[src/rtl/mem_arbiter.sv]
// rtl/mem_arbiter.sv - two-port round-robin arbiter sharing one word-wide memory port
module mem_arbiter #(
  parameter int AW = 30
) (
  input  logic          ph1,
  input  logic          reset,
  input  logic          ireq,
  input  logic [AW-1:0] iadr,
  output logic [31:0]   irdata,
  output logic          iack,
  input  logic          dreq,
  input  logic          dwe,
  input  logic [AW-1:0] dadr,
  input  logic [31:0]   dwdata,
  input  logic [3:0]    dbyteen,
  output logic [31:0]   drdata,
  output logic          dack,
  output logic          mreq,
  output logic          mwe,
  output logic [AW-1:0] madr,
  output logic [31:0]   mwdata,
  output logic [3:0]    mbyteen,
  input  logic [31:0]   mrdata,
  input  logic          mack
);

  typedef enum logic [1:0] {
    S_IDLE = 2'd0,
    S_BUSY = 2'd1,
    S_RESP = 2'd2
  } state_t;

  localparam logic PORT_I = 1'b0;
  localparam logic PORT_D = 1'b1;

  state_t          state_q, state_d;
  logic            owner_q, owner_d;
  logic            last_q, last_d;
  logic            mreq_q, mreq_d;
  logic            mwe_q, mwe_d;
  logic [AW-1:0]   madr_q, madr_d;
  logic [31:0]     mwdata_q, mwdata_d;
  logic [3:0]      mbyteen_q, mbyteen_d;
  logic [31:0]     irdata_q, irdata_d;
  logic [31:0]     drdata_q, drdata_d;
  logic            iack_q, iack_d;
  logic            dack_q, dack_d;
  logic            grant;

  // Next state, arbitration and next values of every registered output.
  always_comb begin
    state_d   = state_q;
    owner_d   = owner_q;
    last_d    = last_q;
    mreq_d    = mreq_q;
    mwe_d     = mwe_q;
    madr_d    = madr_q;
    mwdata_d  = mwdata_q;
    mbyteen_d = mbyteen_q;
    irdata_d  = irdata_q;
    drdata_d  = drdata_q;
    iack_d    = 1'b0;
    dack_d    = 1'b0;
    grant     = PORT_I;
    case (state_q)
      S_IDLE: begin
        if (ireq || dreq) begin
          // On a tie the port that was not served last wins, so neither starves.
          grant   = (ireq && dreq) ? ~last_q : dreq;
          owner_d = grant;
          last_d  = grant;
          mreq_d  = 1'b1;
          state_d = S_BUSY;
          if (grant == PORT_D) begin
            mwe_d     = dwe;
            madr_d    = dadr;
            mwdata_d  = dwdata;
            mbyteen_d = dbyteen;
          end else begin
            mwe_d     = 1'b0;
            madr_d    = iadr;
            mwdata_d  = 32'h0;
            mbyteen_d = 4'hF;
          end
        end
      end
      S_BUSY: begin
        // Request lines stay frozen until memory completes.
        if (mack) begin
          mreq_d  = 1'b0;
          state_d = S_RESP;
          if (!mwe_q) begin
            if (owner_q == PORT_D) drdata_d = mrdata;
            else                   irdata_d = mrdata;
          end
          iack_d = (owner_q == PORT_I);
          dack_d = (owner_q == PORT_D);
        end
      end
      S_RESP: begin
        state_d = S_IDLE;
      end
      default: begin
        state_d = S_IDLE;
      end
    endcase
  end

  // State and output registers; reset abandons any transaction in flight.
  always_ff @(posedge ph1) begin
    if (reset) begin
      state_q   <= S_IDLE;
      owner_q   <= PORT_I;
      last_q    <= PORT_I;
      mreq_q    <= 1'b0;
      mwe_q     <= 1'b0;
      madr_q    <= '0;
      mwdata_q  <= 32'h0;
      mbyteen_q <= 4'h0;
      irdata_q  <= 32'h0;
      drdata_q  <= 32'h0;
      iack_q    <= 1'b0;
      dack_q    <= 1'b0;
    end else begin
      state_q   <= state_d;
      owner_q   <= owner_d;
      last_q    <= last_d;
      mreq_q    <= mreq_d;
      mwe_q     <= mwe_d;
      madr_q    <= madr_d;
      mwdata_q  <= mwdata_d;
      mbyteen_q <= mbyteen_d;
      irdata_q  <= irdata_d;
      drdata_q  <= drdata_d;
      iack_q    <= iack_d;
      dack_q    <= dack_d;
    end
  end

  assign mreq    = mreq_q;
  assign mwe     = mwe_q;
  assign madr    = madr_q;
  assign mwdata  = mwdata_q;
  assign mbyteen = mbyteen_q;
  assign irdata  = irdata_q;
  assign drdata  = drdata_q;
  assign iack    = iack_q;
  assign dack    = dack_q;

endmodule

[config.mk]
export PLATFORM = sky130hd
export DESIGN_NAME = mem_arbiter
export DESIGN_NICKNAME = d
export VERILOG_FILES = /design/src/rtl/mem_arbiter.sv
export SDC_FILE = /design/constraint.sdc
export NUM_CORES = 1
export LEC_CHECK = 0
export BUFFER_PORTS_ARGS = -buffer_cell sky130_fd_sc_hd__buf_2
export CAP_MARGIN = 20
export CORE_MARGIN = 1
export CORE_UTILIZATION = 51
export CTS_BUF_LIST = sky130_fd_sc_hd__clkbuf_8
export CTS_CLUSTER_SIZE = 25
export DETAILED_ROUTE_END_ITERATION = 8
export HOLD_SLACK_MARGIN = 0.12
export PLACE_DENSITY = 0.95
export SLEW_MARGIN = 20
export SYNTH_ARGS = -nofsm -noshare
export SYNTH_HDL_FRONTEND = slang
export SYNTH_SLANG_ARGS = --single-unit
[constraint.sdc]
create_clock -name ph1 -period 4.4 [get_ports ph1]
set_input_delay 0.88 -clock ph1 [delete_from_list [all_inputs] [get_ports ph1]]
set_output_delay 0.88 -clock ph1 [all_outputs]
set_load 0.01 [all_outputs]
==> results.yml, run 1 <==
drt:
  drc: 0
  totalWireLength_mm: 14.9
  vias: 5332
  ant_nets: 0
  routed_via_density: 5.39
  routedWlPerCell_um: 15.1
  drt_iter0_drc: 292
  dr.pass1.iters: 5
synthesis:
  ys_warn_count: 0
  synthDominantCellAreaShare: 0.507
  yosysUniqueCellTypes: 29
  synth_common_cells: "nand2_1, dfxtp_1, a21oi_1"
  avgSynthCellArea_um2: 8.96
  ys_async_sr_fraction: 0
  seq_area_frac_synth: 0.507
  synthesis.instances: 604
  post-synth-top-count-cell: "nand2_1"
  synth_area_leaders: "dfxtp_1, mux2i_1, nand2_1"
  syn-num-nets: 738
  yosysTopAreaCell: "dfxtp_1"
  ys_ff_latch: 137
  synth_area_um2: 5410
  ys.flop_type: "dfxtp_1"
  synth-edff-count: 0
worst_setup_path:
  start_kind: "input port"
  r2r_cells: 4
  required_ns: 4.72
  crit_family: "simple AND/OR/NAND/NOR gates"
  crit_slowest_cell: "nor2_4"
  cp_max_fo: 38
  r2r-start: "state_q[1]"
  r2r_setup_slack_ns: 2.30
  critPathKind: "input port to flop"
  critPathArrivalTime_ns: 2.50
  max_stage_delay_ns: 0.63
  worstPathCellList: "buf_2, nor2_4, nor2_2, buf_4, o221a_2"
  crit_path_end_kind: "flop"
  critical_path.reg2reg.endpoint: "mbyteen[2]"
  critPathBufInv: 2
hold_path:
  hold_end: "drdata[11]"
  hold_path.startpoint: "drdata[11]"
  hp-class: "flop to flop"
  hold_depth: 2
sta:
  fin_ws_ns: 2.22
  drv_slew: 0
  hold_viol: 0
  relSlewSlack: 0.351
  fin_crit_sh: 0.496
  rsz0062_at_grt: "false"
  max_freq_mhz: 458
  skew_ns: 0.0130
  tightestPinTransition_ns: 0.974
  whs_ns: 0.460
  tns_ns: 0
  setup_violations: 0
  period_needed_ns: 2.18
floorplan:
  start_util: 0.524
  die_w_um: 105
  core-area_um2: 10300
  rows: 37
  io-pin-count: 268
  dieArea_um2: 11000
  die_y_um: 105
clock_network:
  cts-root-buf: "clkbuf_8"
  hold_buffers: 0
  cts_buffer_depth: 2
  clock_latency_ns: 0.44
  clkSinkCount: 137
  post_cts_buffers: 0
  h-tree-depth: 4
  cts_buffers: 17
  cts_resized: 0
  path_clk_slew_ns: 0.07
  cts_tree: "built"
placement:
  dp_slack_ns: 1.53
  dp_hpwl_mm: 10.3
  gp_congestion: 0.781
  port_buffers: 267
  place_area_um2: 6700
global_routing:
  antenna_found_initial: 2
  grt_overflow: 0
  grt_pass1_wl_mm: 23.0
  grt_max_degree: 69
  gr-usage-all-layers: 0.264
  first_global_vias: 4794
power_and_ir_drop:
  p_leak_nw: 3.52
  max-vdd-ir-drop_mv: 0.220
  finalPower_w: 0.00296
  power_density_nw_per_um2: 413
final_layout:
  n_fill_cell: 788
  postLayoutCellArea_um2: 7170
  drive_gt1_frac: 0.378
  syn_to_final_growth_pct: 32.5
  final_net_count: 972
run_status:
  status: "completed"
run:
  drv_cap: 0
## report_power, final
group	total (W)	leakage [nW]	switching [W]	internal (W)
registers	0.00136	1.12	0.0000407	0.00132
clock network	0.00117	0.225	0.000519	0.000651
logic	0.000435	2.17	0.000257	0.000177
## final cells by class
class | count | area, um2 | share of cell area
Inverter | 1 | 3.75 | 0.000524
Antenna cell | 2 | 5.00 | 0.000698
Tap cell | 136 | 170 | 0.0237
Clock buffer | 18 | 248 | 0.0346
Clock inverter | 14 | 210 | 0.0293
Timing Repair Buffer | 275 | 1400 | 0.195
Sequential cell | 137 | 2740 | 0.383
Multi-Input combinational cell | 406 | 2390 | 0.334
## layer usage
layer | part of all wire | vias up | GRT usage
met5 | 0 | - | 0
met4 | 0.035 | 0 | 0.147
met3 | 0.078 | 45 | 0.0717
met2 | 0.50 | 254 | 0.458
met1 | 0.39 | 2445 | 0.292
li1 | - | 2588 | -
## layout by cell type (no fill, tap or decap), types with 2 or more instances in the layout
cell	count
a21oi_1	66
a311oi_1	30
buf_2	267
buf_4	8
bufinv_16	4
clkbuf_8	18
clkinvlp_4	2
dfxtp_1	137
diode_2	2
inv_6	5
inv_8	2
mux2i_1	64
nand2_1	159
nand4_1	33
nor2_4	2
o21ai_0	29
o21ai_1	5
o221a_2	4
## worst min-delay path: cells and delay by family (launching register included)
kind	cells	cell delay (ns)
flops	1	0.31
simple gates	1	0.05
mux	1	0.05
## sequential cells by signal, indices dropped and copies added (netlist names)
register / cells
drdata: 32
irdata: 32
mwdata: 32
madr: 30
mbyteen: 4
state_q: 2
dack: 1
iack: 1
last_q: 1
mreq: 1
mwe: 1
## how the worst max path moves through the flow
stage	cells past startpoint	slack, ns	end	start
finish	5	2.22	mbyteen[2]	dreq
detailed placement	5	1.53	mbyteen[2]	dreq
floorplan	5	2.47	drdata[10]	mack
global route	5	2.12	mbyteen[2]	dreq
global placement	5	1.52	mbyteen[3]	dreq
CTS	5	1.97	mbyteen[2]	dreq
## through the flow
step | std cells | util
after floorplan | 604 | -
after global placement | 955 | 0.649
after detailed placement | 955 | 0.649
after CTS | 987 | 0.693
after global routing | 989 | 0.694
final | 989 | 0.694
## cells by family after synthesis
logic type / after synthesis / synth area share
flip-flops: 137 / 0.507
AND/OR/NAND/NOR: 206 / 0.167
AO/OA/AOI/OAI: 136 / 0.153
multiplexers: 64 / 0.118
buffers and inverters: 61 / 0.0548
Power figures use the tool's default switching activity.
==> run 2, diff against run 1 <==
--- a/config.mk
+++ b/config.mk
@@ -8,12 +8,12 @@
 export BUFFER_PORTS_ARGS = -buffer_cell sky130_fd_sc_hd__buf_2
 export CAP_MARGIN = 20
 export CORE_MARGIN = 1
-export CORE_UTILIZATION = 51
+export CORE_UTILIZATION = 43
 export CTS_BUF_LIST = sky130_fd_sc_hd__clkbuf_8
 export CTS_CLUSTER_SIZE = 25
 export DETAILED_ROUTE_END_ITERATION = 8
 export HOLD_SLACK_MARGIN = 0.12
-export PLACE_DENSITY = 0.95
+export PLACE_DENSITY = 0.91
 export SLEW_MARGIN = 20
 export SYNTH_ARGS = -nofsm -noshare
 export SYNTH_HDL_FRONTEND = slang
==> constraint.sdc (replaced) <==
create_clock -name ph1 -period 2 [get_ports ph1]
set_input_delay 0.4 -clock ph1 [delete_from_list [all_inputs] [get_ports ph1]]
set_output_delay 0.4 -clock ph1 [all_outputs]
set_load 0.01 [all_outputs]
==> results.yml, run 2 (synthesized netlist as in run 1, its figures left out) <==
clock_network:
  clock_latency_ns: 0.43
  cts_buffers: 17
  path_clk_slew_ns: 0.08
  post_cts_buffers: 0
  clkSinkCount: 137
  hold_buffers: 0
  cts_tree: "built"
  cts_buffer_depth: 2
  h-tree-depth: 4
  cts_resized: 0
  cts-root-buf: "clkbuf_8"
sta:
  rsz0062_at_grt: "false"
  tightestPinTransition_ns: 0.721
  period_needed_ns: 1.72
  setup_violations: 0
  drv_slew: 0
  whs_ns: 0.217
  hold_viol: 0
  max_freq_mhz: 580
  fin_crit_sh: 0.862
  tns_ns: 0
  relSlewSlack: 0.519
  skew_ns: 0.0128
final_layout:
  diodes: 0
  syn_to_final_growth_pct: 34.7
  n_fill_cell: 1025
  mostFrequentLayoutCell: "buf_2"
  mostFrequentLayoutCells: "buf_2, nand2_1, dfxtp_1"
  drive_gt1_frac: 0.382
  postLayoutCellArea_um2: 7290
  final_net_count: 977
  fin_cells: 1024
global_routing:
  antenna_found_initial: 0
  gr-usage-all-layers: 0.226
  first_global_vias: 4918
  grt_overflow: 0
  grt_pass1_wl_mm: 23.1
  grt_max_degree: 90
hold_path:
  hold_end: "madr[8]"
  hold_depth: 3
  hp-class: "input port to flop"
  hold_path.startpoint: "iadr[8]"
worst_setup_path:
  cp_max_fo: 32
  r2r_setup_slack_ns: 0.28
  crit_path_end_kind: "flop"
  r2r_cells: 4
  critical_path.reg2reg.endpoint: "drdata[25]"
  required_ns: 2.31
  critPathArrivalTime_ns: 2.03
  r2r-start: "state_q[0]"
  critPathKind: "flop to flop"
  start_kind: "flop"
drt:
  dr.pass1.iters: 5
  routedWlPerCell_um: 14.7
  drt_iter0_drc: 436
  totalWireLength_mm: 15.0
  ant_nets: 0
  drc: 0
  routed_via_density: 5.19
  vias: 5313
power_and_ir_drop:
  power.clock.fraction: 0.385
  power_density_nw_per_um2: 887
  sw_frac_of_total: 0.266
  power.net_switching_w: 0.00172
  p_leak_nw: 3.55
  pwr-share-comb: 0.153
  finalPower_w: 0.00647
  max-vdd-ir-drop_mv: 0.429
  p_seq_frac: 0.462
  p_int_w: 0.00475
run:
  drv_cap: 0
placement:
  place_area_um2: 6840
  dp_hpwl_mm: 10.5
  dp.cells: 992
  port_buffers: 267
  gp_congestion: 0.801
floorplan:
  start_util: 0.447
  rows: 40
  io-pin-count: 268
  core-area_um2: 12100
  die_w_um: 114
  dieArea_um2: 13000
  die_y_um: 114
run_status:
  status: "completed"
## run 2: area by class of cell
cell class | instances | area [um2] | area share
Sequential cell | 137 | 2740 | 0.376
Clock buffer | 23 | 317 | 0.0434
Tap cell | 168 | 210 | 0.0288
Multi-Input combinational cell | 406 | 2380 | 0.327
Clock inverter | 9 | 134 | 0.0184
Inverter | 1 | 3.75 | 0.000515
Timing Repair Buffer | 280 | 1500 | 0.205
## run 2: stage by stage
step	setup slack (ns)	utilization
after CTS	0.287	0.602
after global placement	0.270	0.564
after detailed placement	0.238	0.564
final	0.277	0.602
after floorplan	0.551	-
after global routing	0.213	0.602
## run 2: power groups by stage
stage	registers, W	clock network, W	logic (W)
floorplan	0.00312	0	0.000483
global placement	0.00304	0	0.000965
detailed placement	0.00305	0	0.000988
CTS	0.00299	0.00255	0.000991
global route	0.00300	0.00267	0.00108
finish	0.00299	0.00249	0.000989
## run 2: worst max path at each step
stage / endpoint / start / cells after the start / slack (ns)
2_1_floorplan: drdata[10] / mack / 5 / 0.55
3_3_place_gp: drdata[11] / mack / 5 / 0.27
3_5_place_dp: drdata[25] / mack / 5 / 0.24
4_1_cts: drdata[25] / state_q[0] / 4 / 0.29
5_1_grt: madr[27] / state_q[1] / 4 / 0.21
6_report: drdata[25] / state_q[0] / 4 / 0.28
## run 2: routing by layer
| metal | global-route usage | routed length, um |
|---|---|---|
| met5 | 0 | 0 |
| met4 | 0.112 | 459 |
| met3 | 0.0821 | 1290 |
| met2 | 0.379 | 7340 |
| met1 | 0.253 | 5930 |
## run 2: critical path: stages, from the launching register on
cell and delay [ns]:
dfxtp_1 0.44, nand2_2 0.11, or4b_2 0.66, buf_12 0.21, mux2i_1 0.15
